<file path="src/rtl/if_id_stage.sv">
// if_id_stage: MIPS instruction fetch with IF/ID register, stall/flush handling and halt sequencer
module if_id_stage #(
  parameter int ADDR_W = 10,
  parameter logic [ADDR_W-1:0] RESET_PC = '0,
  parameter logic [5:0] HLT_OP = 6'b000101
) (
  input  logic              clk,
  input  logic              rst_n,
  output logic [ADDR_W-1:0] imem_addr,
  input  logic [31:0]       imem_rdata,
  input  logic              stall_i,
  input  logic              branch_taken_i,
  input  logic [ADDR_W-1:0] branch_target_i,
  input  logic              halt_i,
  output logic [ADDR_W-1:0] pc,
  output logic              id_valid,
  output logic [31:0]       id_instr,
  output logic [ADDR_W-1:0] id_pc_next,
  output logic [5:0]        id_opcode,
  output logic [4:0]        id_rs,
  output logic [4:0]        id_rt,
  output logic [4:0]        id_rd,
  output logic [31:0]       id_imm,
  output logic              halted
);
  typedef enum logic [1:0] {RUN, HOLD, HALTED} state_t;
  state_t state;
  logic [ADDR_W-1:0] pc_inc;
  logic bubble, fetch;
  assign pc_inc = pc + 1'b1;
  // HOLD drains the HLT out of IF/ID but never fetches past it
  assign bubble = halt_i || branch_taken_i || (state == HOLD && !stall_i);
  assign fetch = !halt_i && !branch_taken_i && state == RUN && !stall_i;
  always_ff @(posedge clk) begin
    if (!rst_n) begin
      state <= RUN;
      pc <= RESET_PC;
      id_valid <= 1'b0;
      id_instr <= '0;
      id_pc_next <= '0;
    end else if (state != HALTED) begin
      if (bubble) begin
        id_valid <= 1'b0;
        id_instr <= '0;
        id_pc_next <= '0;
      end else if (fetch) begin
        id_valid <= 1'b1;
        id_instr <= imem_rdata;
        id_pc_next <= pc_inc;
      end
      if (halt_i) state <= HALTED;
      else if (branch_taken_i) state <= RUN;
      else if (fetch && imem_rdata[31:26] == HLT_OP) state <= HOLD;
      if (!halt_i && branch_taken_i) pc <= branch_target_i;
      else if (fetch) pc <= pc_inc;
    end
  end
  assign imem_addr = pc;
  assign halted = state == HALTED;
  assign id_opcode = id_instr[31:26];
  assign id_rs = id_instr[25:21];
  assign id_rt = id_instr[20:16];
  assign id_rd = id_instr[15:11];
  assign id_imm = {{16{id_instr[15]}}, id_instr[15:0]};
endmodule

</file>
<file path="config.mk">
export PLATFORM = sky130hd
export DESIGN_NAME = if_id_stage
export DESIGN_NICKNAME = d
export VERILOG_FILES = /design/src/rtl/if_id_stage.sv
export SDC_FILE = /design/constraint.sdc
export NUM_CORES = 1
export LEC_CHECK = 0
export CORE_MARGIN = 3
export CORE_UTILIZATION = 41
export CTS_CLUSTER_SIZE = 10
export DETAILED_ROUTE_END_ITERATION = 10
export PLACE_DENSITY = 0.87
export SYNTH_ARGS = -nofsm -noshare
export SYNTH_HDL_FRONTEND = slang
export SYNTH_SLANG_ARGS = --single-unit
</file>
<file path="constraint.sdc">
create_clock -name clk -period 3.7 [get_ports clk]
set_input_delay 1.11 -clock clk [delete_from_list [all_inputs] [get_ports clk]]
set_output_delay 1.11 -clock clk [all_outputs]
set_load 0.02 [all_outputs]
</file>
# After elaboration in Yosys (flattened, before gate mapping)
# Cells that the tools add are included.
word_totals:
  ff_bits: 55
  latch_bits: 0
  mem_bits_rw: 0
  romBits: 0
  inputBits: 47
  output_inout_bits: 117
  word_cells: 38
  memories: 0
op_classes:
  addsub: 1
  multipliers: 0
  n_div: 0
  order_cmp: 0
  eq_ne: 4
  n_shift: 0
  muxes: 10
  bitwise: 0
  reduce_logical: 18
op_table:
  columns: ["operator", "count"]
  rows:
  - ["2-to-1 mux 32 bit", 2]
  - ["2-to-1 mux 10 bit", 3]
  - ["adder 10 x 1 -> 10 bit, second input constant", 1]
  - ["== test 6 x 3 -> 1 bit, second input constant", 1]
  - ["logical AND 1 bit", 6]
  - ["2-to-1 mux 2 bit", 3]
  - ["AND reduction 2 bit", 3]
  - ["nonzero test 2 bit", 2]
  - ["zero test 1 bit", 3]
  - ["nonzero test 3 bit", 1]
  - ["== test 2 x 1 -> 1 bit, second input constant", 1]
  - ["== test 2 bit, second input constant", 1]
  - ["zero test 2 bit", 1]
  - ["logical OR 1 bit", 2]
  - ["2-to-1 mux 1 bit", 2]
  - ["!= test 2 bit, second input constant", 1]

# Longest topological paths before layout
# Gate-level depths: netlist of run 1.
depth:
  ltp_word: 8
  mapped_depth: 6
  ltp_nobuf: 5

# Least setup slack after synthesis of run 1
# No wires, ideal clock.
synth_timing:
  path_type: "reg2out"
  from: "register id_instr[15]"
  to: "output id_imm[16]"
  t_arrival_ps: 957
  t_required_ps: 2590
  slack_ps: 1633
  path_stages_with_launch: 2
  n_path_buf: 1
  path_cell_list: "dfxtp_1 > buf_4"
synth_rtl:
  columns: ["element", "line", "source"]
  rows:
  - ["start: declaration", "17", "output logic [31:0] id_instr,"]
  - ["start signal: assignment", "48", "id_instr <= imem_rdata;"]
  - ["end: declaration", "23", "output logic [31:0] id_imm,"]
# No word-level cell between the ends.

# Worst setup path after layout of run 1
layout_timing:
  from: "register id_instr[15]"
  to: "output id_imm[18]"
# No word-level cell between the ends.

==> results of run 1 <==
-- flip-flops by register name, summed over array words and instances (netlist names) --
| register | flops |
|---|---|
| id_instr | 32 |
| state | 2 |
| id_valid | 1 |
| id_pc_next | 10 |
| imem_addr | 10 |
-- worst register-to-register path: cells and delay by family (launching register included) --
| kind | cells | cell delay [ps] |
|---|---|---|
| simple gates | 2 | 650 |
| flops | 1 | 520 |
| fa+ha+maj | 1 | 370 |
| compound gates | 2 | 290 |
-- power groups by stage --
| stage | clock (mW) | combinational [mW] | sequential [mW] |
|---|---|---|---|
| global route | 0.365 | 0.226 | 0.623 |
| finish | 0.331 | 0.212 | 0.620 |
| global placement | 0 | 0.210 | 0.633 |
| floorplan | 0 | 0.106 | 0.644 |
| CTS | 0.345 | 0.214 | 0.620 |
| detailed placement | 0 | 0.213 | 0.634 |
-- logic make-up after synthesis --
group / count (synthesis) / synth area share [%]
adders and majority gates: 1 / 0.456
muxes: 1 / 0.364
DFF: 55 / 40.1
xor gates and xnor gates: 6 / 1.91
buffers and inverters: 87 / 22.0
AOI/OAI and AO/OA: 76 / 19.0
and+or+nand+nor: 89 / 16.3
-- cells in the mapped netlist (2+ instances only) --
master    instances
nand3_4           2
o21a_1            4
a22oi_1          36
nand2_1          14
buf_6             2
xnor2_1           5
nand4_1           3
buf_2            11
o21ai_1           6
and2_1            4
or4_1             2
o221ai_1          2
nand3_1           6
clkbuf_1          5
a31oi_1           3
inv_1             3
nor2_1           41
a21oi_1          11
o21bai_1          2
buf_4            66
dfxtp_1          55
nor4_1            3
nand2b_1          2
o21ai_0           6
nor3_1            5
-- final timing paths --
check             endpoint     startpoint  slack (ps)
max             id_imm[18]   id_instr[15]         880
min          id_pc_next[5]  id_pc_next[5]         460
max reg2reg   imem_addr[6]   imem_addr[0]        1830
min reg2reg  id_pc_next[5]  id_pc_next[5]         460
-- per-layer routing --
metal  wire [µm]  vias up  share of wire, %  GRT usage (%)
li1            -     1204                 -              -
met1        2970     1158                41           21.4
met2        3570       94                50           29.8
met3         623        2               8.7           5.46
met4          24        0              0.33           2.93
met5           0        -                 0              0
-- cell type report --
cell class / instances / share of cell area [%]
timing repair buffer: 169 / 41.7
clock buffer: 5 / 1.71
multi-input combinational: 173 / 25.9
inverter: 3 / 0.280
sequential: 55 / 27.4
tap: 77 / 2.40
clock inverter: 3 / 0.560
==> metrics.txt, run 1 <==
Util after Layout 62.6%; pre-CTS worst setup slack 685 ps; combinational cell fraction of total power 18.2%; PostCTS Resize Cnt 0; Fin Clk Skew 11.3 ps; Post-CTS Setup Bufs 0; Req. time, crit path 2590 ps; Min Hold Slack 463 ps; Synth cell types 41; Hold Buf Count CTS 0; Synthesis Warnings 0; PD cells 290 nW/µm²; Internal Power 850 µW; Worst EP arrival 1710 ps; First-pass DRT Iterations 4; Seq pwr share 53.3%; H-tree levels 2; Hold WC Path Type reg -> reg; Final Max Slew Viols 0; die width 87.8 µm; drt total wl 7190 µm; largest net degree at the start of global routing 48; Post-DRT Antenna Nets 0; IO Port Bufs 163; die area 7720 µm²; Worst Path Buf+Inv 1; share of cells above drive strength 1 5.64%; slack of the critical path 882 ps; Tot Pwr 1.16 mW; prevailing post-synth register cell dfxtp_1; Final Hold Viols 0; Worst setup SP type register; setup violators final 0; run status finished, final reports clean; Synth Cell Area 2750 µm²; DRT iter0 DRCs 74; most frequent cells in the layout clkdlybuf4s50_1 (163), dfxtp_1 (55), nor2_1 (41); via/cell ratio 5.07; P&R area growth vs syn 46.3%; Register-to-Register Path Depth 5; Worst-Margin Slew 567 ps; cells after synthesis 315; synthesized area per cell 8.72 µm²; Avg WL per Cell 14.8 µm; Placement Cell Area 3930 µm²; Placed Cells 477; clock buffer count from CTS 5; final worst-path cycle share 76.2%; antenna violations before repair 0; CTS tree done; syn nets 363; Clk pwr share 28.4%; Max-slew headroom 62.1%; Setup CP Type reg -> out; Initial Util 42.8%; FMAX 0.355 GHz; Max Cap Viol 0; RePlAce Congestion 0.847; Worst-Skew Late Latency 300 ps; Post-synth EDFFs 0; crit-path cells clkdlybuf4s50_1; storage element area 1100 µm²; final critical-path required period 2820 ps; core area 6420 µm²; gr ovfl total 0; CP delay by family, top buffers and inverters; maximum clock path buffer count 2; setup TNS 0 ps; Static Leakage 1.36 nW; delay of the slowest critical-path stage 720 ps; vias in the first global route 2266; Top Ports 164; cell area after layout 4020 µm²; multi-input logic area 1040 µm²; post-synth top area share 40.1%; layout net count 455; Max VDD drop 0.196 mV; Synth async-reset ratio 0%; most common cell after layout, fill and taps aside clkdlybuf4s50_1; DRC 0; Worst setup EP type output pin; RSZ-0062 raised after global routing no; Sw Pwr 313 µW; fillers 546; Final HPWL DP 5400 µm; Cells on Worst Hold Path 2; Root Buffer clkbuf_8; count of state elements after synthesis 55; DIE HEIGHT 87.8 µm; Clock transition at path regs 100 ps; gr usage total 17.3%; Synth area leader dfxtp_1; slowest CP cell clkdlybuf4s50_1; antenna cells 0; Seq/Total Area, Yosys 40.1%; Synth area leaders dfxtp_1 (40%), buf_4 (18%), a22oi_1 (9.8%); WP depth 1; Switching Share 26.9%; Post-Layout Cell Count 485; first-pass GRT wire length 10800 µm; std cell rows 29; clock sink total 55; Via Count 2458; Max FO, Critical Path 20
Note: power is estimated with default switching activity, not from simulation.
==> run 2: changes to the inputs <==
- CORE_UTILIZATION: 41 -> 34
- PLACE_DENSITY: 0.87 -> 0.77
- clock period: 3.7 -> 2.51 ns (I/O delays scaled with it)
==> run 2 against run 1 <==
Against the previous run:
- clock-buffer cell count is 1 higher
- non-clock buffer count increased by 4
- final cell count is 5.8% higher
- highest routed layer unchanged
- critical path type unchanged
- sequential share of layout area down 0.53 points
- clock power is 49% higher
==> metrics.txt, run 2 (same netlist as run 1, synthesis figures left out) <==
Root Buffer clkbuf_8; Worst Hold Path EP id_pc_next[5]; Hold Buf Count CTS 0 (unchanged); most frequent cells in the layout clkdlybuf4s50_1 (163), dfxtp_1 (54), nor2_1 (41); Worst-Margin Slew 385 ps (-182 ps); antenna violations before repair 0 (unchanged); Worst EP arrival 1560 ps (-150 ps); Post-DRT Antenna Nets 0 (unchanged); PD cells 422 nW/µm² (+46%); slack of the critical path 196 ps (-686 ps); clock sink total 55 (unchanged); Post-Layout Cell Count 513 (+5.8%); std cell rows 32 (+10%); Min Hold Slack 462 ps (-1.67 ps); Register-to-Register Path Depth 5 (unchanged); Final HPWL DP 5620 µm (+4.1%); die area 9190 µm² (+19%); hold_sp id_pc_next[5]; maximum clock path buffer count 2 (unchanged); DIE HEIGHT 95.9 µm (+9.1%); Worst setup SP type register; crit-path cells nand2b_2 > inv_1 > clkdlybuf4s50_1; Req. time, crit path 1760 ps (-830 ps); gr ovfl total 0 (unchanged); vias in the first global route 2341 (+3.3%); r2r startpoint imem_addr[0]; Avg WL per Cell 14.5 µm (-2.1%); Max Cap Viol 0 (unchanged); Cells on Worst Hold Path 2 (unchanged); CTS tree done; Initial Util 35.4% (-7.4 points); die width 95.9 µm (+9.1%); Final Hold Viols 0 (unchanged); Post-CTS Setup Bufs 0 (unchanged); most common cell after layout, fill and taps aside clkdlybuf4s50_1; slowest CP cell clkdlybuf4s50_1; Clock transition at path regs 100 ps (about the same); largest net degree at the start of global routing 48 (unchanged); Max VDD drop 0.295 mV (+50%); Reg-to-Reg End imem_addr[6]; Max FO, Critical Path 5 (-75%); First-pass DRT Iterations 4 (unchanged); Worst-Skew Late Latency 300 ps (about the same); Via Count 2466 (+0.33%); PostCTS Resize Cnt 0 (unchanged); final critical-path required period 2310 ps; Fin Clk Skew 10.4 ps (-0.826 ps); DRT iter0 DRCs 99 (+34%); core area 7770 µm² (+21%); Setup CP Type reg -> out; via/cell ratio 4.81 (-5.2%); number of flip-flops in the largest register 32 (unchanged); share of cells above drive strength 1 6.57% (+0.93 points); IO Port Bufs 163 (unchanged); first-pass GRT wire length 11300 µm (+4.5%); pre-CTS worst setup slack -42.3 ps (-727 ps); final worst-path cycle share 92.2%; Worst setup EP type output pin; Final Max Slew Viols 0 (unchanged); RePlAce Congestion 0.775 (-8.5%); drt total wl 7450 µm (+3.6%); layout net count 459 (+0.88%); Max-slew headroom 74.2% (+12 points); run status finished, final reports clean; Hold WC Path Type reg -> reg; clock buffer count from CTS 5 (unchanged); RSZ-0062 raised after global routing no; gr usage total 15.4% (-1.8 points); setup violators final 0 (unchanged); FMAX 0.432 GHz; Placed Cells 506 (+6.1%); fillers 726 (+33%); DRC 0 (unchanged); r2r setup slk 660 ps (-1170 ps); Top Ports 164 (unchanged); H-tree levels 2 (unchanged); Static Leakage 1.38 nW (+2.1%); P&R area growth vs syn 49.4%; delay of the slowest critical-path stage 600 ps (-120 ps); antenna cells 0 (unchanged); Biggest register id_instr
## run 2: worst max-delay path by stage
stage	start	end	slack [ps]	cells past startpoint
finish	state[0]	halted	200	3
CTS	id_instr[15]	id_imm[31]	50	1
global placement	branch_taken_i	imem_addr[5]	100	5
detailed placement	branch_taken_i	imem_addr[1]	-40	5
global route	state[0]	halted	130	3
floorplan	imem_addr[0]	imem_addr[6]	740	5
## run 2: final cells by class
class	instances	area, µm²	share of cell area [%]
flip-flops and latches	55	1100	26.9
well taps	102	128	3.11
clock buffers	6	82.6	2.01
repair buffers	173	1730	42.2
multi-input cells	173	1040	25.4
clock inverters	1	5.00	0.122
inverters	3	11.3	0.274
## run 2: worst max-delay path, delay by kind of cell, from the launching register on
family / cells / cell delay [ps]
buf+inv: 2 / 670
flops: 1 / 360
simple gates: 1 / 240
## run 2: where the power goes
group	internal, mW	switching [mW]	total [mW]
Clock	0.217	0.276	0.493
Combinational	0.172	0.155	0.327
Sequential	0.890	0.0227	0.913
## run 2: stage by stage
stage          area (µm²)  power (mW)  util, %  TNS, ps
5_1_grt              4100        1.82     52.8        0
2_1_floorplan        2750        1.11        -        0
3_5_place_dp         4010        1.26     51.7    -42.3
6_report             4100        1.73     52.8        0
4_1_cts              4100        1.76     52.8        0
3_3_place_gp         4010        1.26     51.7        0
## run 2: per-layer routing
layer,routed length [µm],global-route usage [%],vias up
li1,-,-,1219
met3,637,5.16,5
met4,39,3.20,0
met2,3710,26.3,94
met5,0,0,-
met1,3060,18.9,1148
==> run 3: changes to the inputs <==
- PLACE_DENSITY: 0.77 -> not set
- PLACE_DENSITY_LB_ADDON: not set -> 0.08
==> run 3 against run 2 <==
Against the previous run:
- final cell count rose by 0.39%
- global-route usage is 0.71 points lower
- register-to-register slack better by 20 ps
- critical path type unchanged
==> metrics.txt, run 3 (same netlist as run 1, synthesis figures left out) <==
gr ovfl total 0 (unchanged); die width 95.9 µm (unchanged); die area 9190 µm² (unchanged); Initial Util 35.4% (unchanged); Top Ports 164 (unchanged); PostCTS Resize Cnt 0 (unchanged); First-pass DRT Iterations 4 (unchanged); Worst EP arrival 1550 ps (about the same); layout net count 460 (+0.22%); Max-slew headroom 74.5% (+0.35 points); clock sink total 55 (unchanged); delay of the slowest critical-path stage 600 ps (about the same); largest net degree at the start of global routing 48 (unchanged); Final Hold Viols 0 (unchanged); Clock transition at path regs 90 ps (about the same); Via Count 2459 (-0.28%); via/cell ratio 4.77 (-0.67%); share of cells above drive strength 1 7.02% (+0.45 points); antenna cells 0 (unchanged); clock buffer count from CTS 5 (unchanged); Final HPWL DP 5470 µm (-2.8%); PD cells 417 nW/µm² (-1.3%); RePlAce Congestion 0.797 (+2.8%); H-tree levels 2 (unchanged); Req. time, crit path 1760 ps (about the same); setup TNS 0 ps (unchanged); Hold Buf Count CTS 0 (unchanged); slowest CP cell clkdlybuf4s50_1; Max VDD drop 0.301 mV (+2.0%); gr usage total 14.7% (-0.71 points); Static Leakage 1.38 nW (unchanged); pre-CTS worst setup slack 172 ps (+214 ps); Worst setup EP type output pin; Biggest register id_instr; first-pass GRT wire length 10800 µm (-4.9%); DIE HEIGHT 95.9 µm (unchanged); DRT iter0 DRCs 97 (-2.0%); Root Buffer clkbuf_8; setup violators final 0 (unchanged); Post-CTS Setup Bufs 0 (unchanged); most common cell after layout, fill and taps aside clkdlybuf4s50_1; antenna violations before repair 0 (unchanged); Post-Layout Cell Count 515 (+0.39%); Worst-Margin Slew 382 ps (-3.53 ps); Worst-Skew Late Latency 300 ps (about the same); uppermost layer routed met4; Fin Clk Skew 5.60 ps (-4.84 ps); Worst setup SP type register; IO Port Bufs 163 (unchanged); Max FO, Critical Path 5 (unchanged); core area 7770 µm² (unchanged); slack of the critical path 210 ps (+14.2 ps); vias in the first global route 2161 (-7.7%); wl on met1 3300 µm (+7.9%); Max Cap Viol 0 (unchanged); Hold WC Path Type reg -> reg; CTS tree done; final critical-path required period 2300 ps (-14.2 ps); maximum clock path buffer count 2 (unchanged); Setup CP Type reg -> out; Worst Path Buf+Inv 2 (unchanged); Avg WL per Cell 14.1 µm (-2.6%); met2 wire length 3350 µm (-9.9%); crit-path cells nand2b_2 > inv_1 > clkdlybuf4s50_1; Final Max Slew Viols 0 (unchanged); met3 WL 596 µm (-6.4%); Util after Layout 52.9% (+0.081 points); std cell rows 32 (unchanged); most frequent cells in the layout clkdlybuf4s50_1 (163), dfxtp_1 (54), nor2_1 (41); fillers 736 (+1.4%); Post-DRT Antenna Nets 0 (unchanged); Placed Cells 507 (+0.20%); CP delay by family, top buffers and inverters; number of flip-flops in the largest register 32 (unchanged); RSZ-0062 raised after global routing no; DRC 0 (unchanged); drt total wl 7280 µm (-2.2%); P&R area growth vs syn 49.6%; run status finished, final reports clean; FMAX 0.435 GHz (+0.62%); final worst-path cycle share 91.6% (-0.57 points)
-- run 3: worst reg2reg max path: stages (launching register included) --
cell and delay [ps]:
dfxtp_1 510, ha_1 350, nand3_4 150, or4_1 480, a21oi_1 160, o21a_1 130
-- run 3: routing by layer --
layer  GRT usage, %  vias up
met4           3.91        0
met2           22.9       94
li1               -     1222
met5              0        -
met1           20.0     1141
met3           4.22        2
-- run 3: report_power, final --
part           switching, mW  total, mW  internal (mW)
Combinational          0.155      0.327          0.173
Sequential            0.0217      0.912          0.890
Clock                  0.277      0.473          0.196
Total                  0.454       1.71           1.26
-- run 3: final cells by class --
class                      instances  area (µm²)  share of cell area (%)
multi-input combinational        173        1040                    25.4
tap                              102         128                    3.11
inverter                           3        11.3                   0.274
clock inverter                     2        12.5                   0.305
clock buffer                       6        72.6                    1.77
sequential                        55        1100                    26.8
timing repair buffer             174        1740                    42.3
-- run 3: path summary, 6_finish.rpt --
| check | start | to | slack, ps | cells after the start |
|---|---|---|---|---|
| min reg2reg | id_pc_next[6] | id_pc_next[6] | 460 | 2 |
| min | id_pc_next[6] | id_pc_next[6] | 460 | 2 |
| max reg2reg | imem_addr[0] | imem_addr[6] | 680 | 5 |
| max | state[0] | halted | 210 | 3 |
-- run 3: stage by stage --
stage / cell area (µm²) / total power [mW] / hold slack [ps]
after floorplan: 2750 / 1.11 / 519
after global placement: 4020 / 1.26 / 445
after detailed placement: 4020 / 1.26 / 452
after CTS: 4110 / 1.74 / 466
after global routing: 4110 / 1.80 / 494
final: 4110 / 1.71 / 458
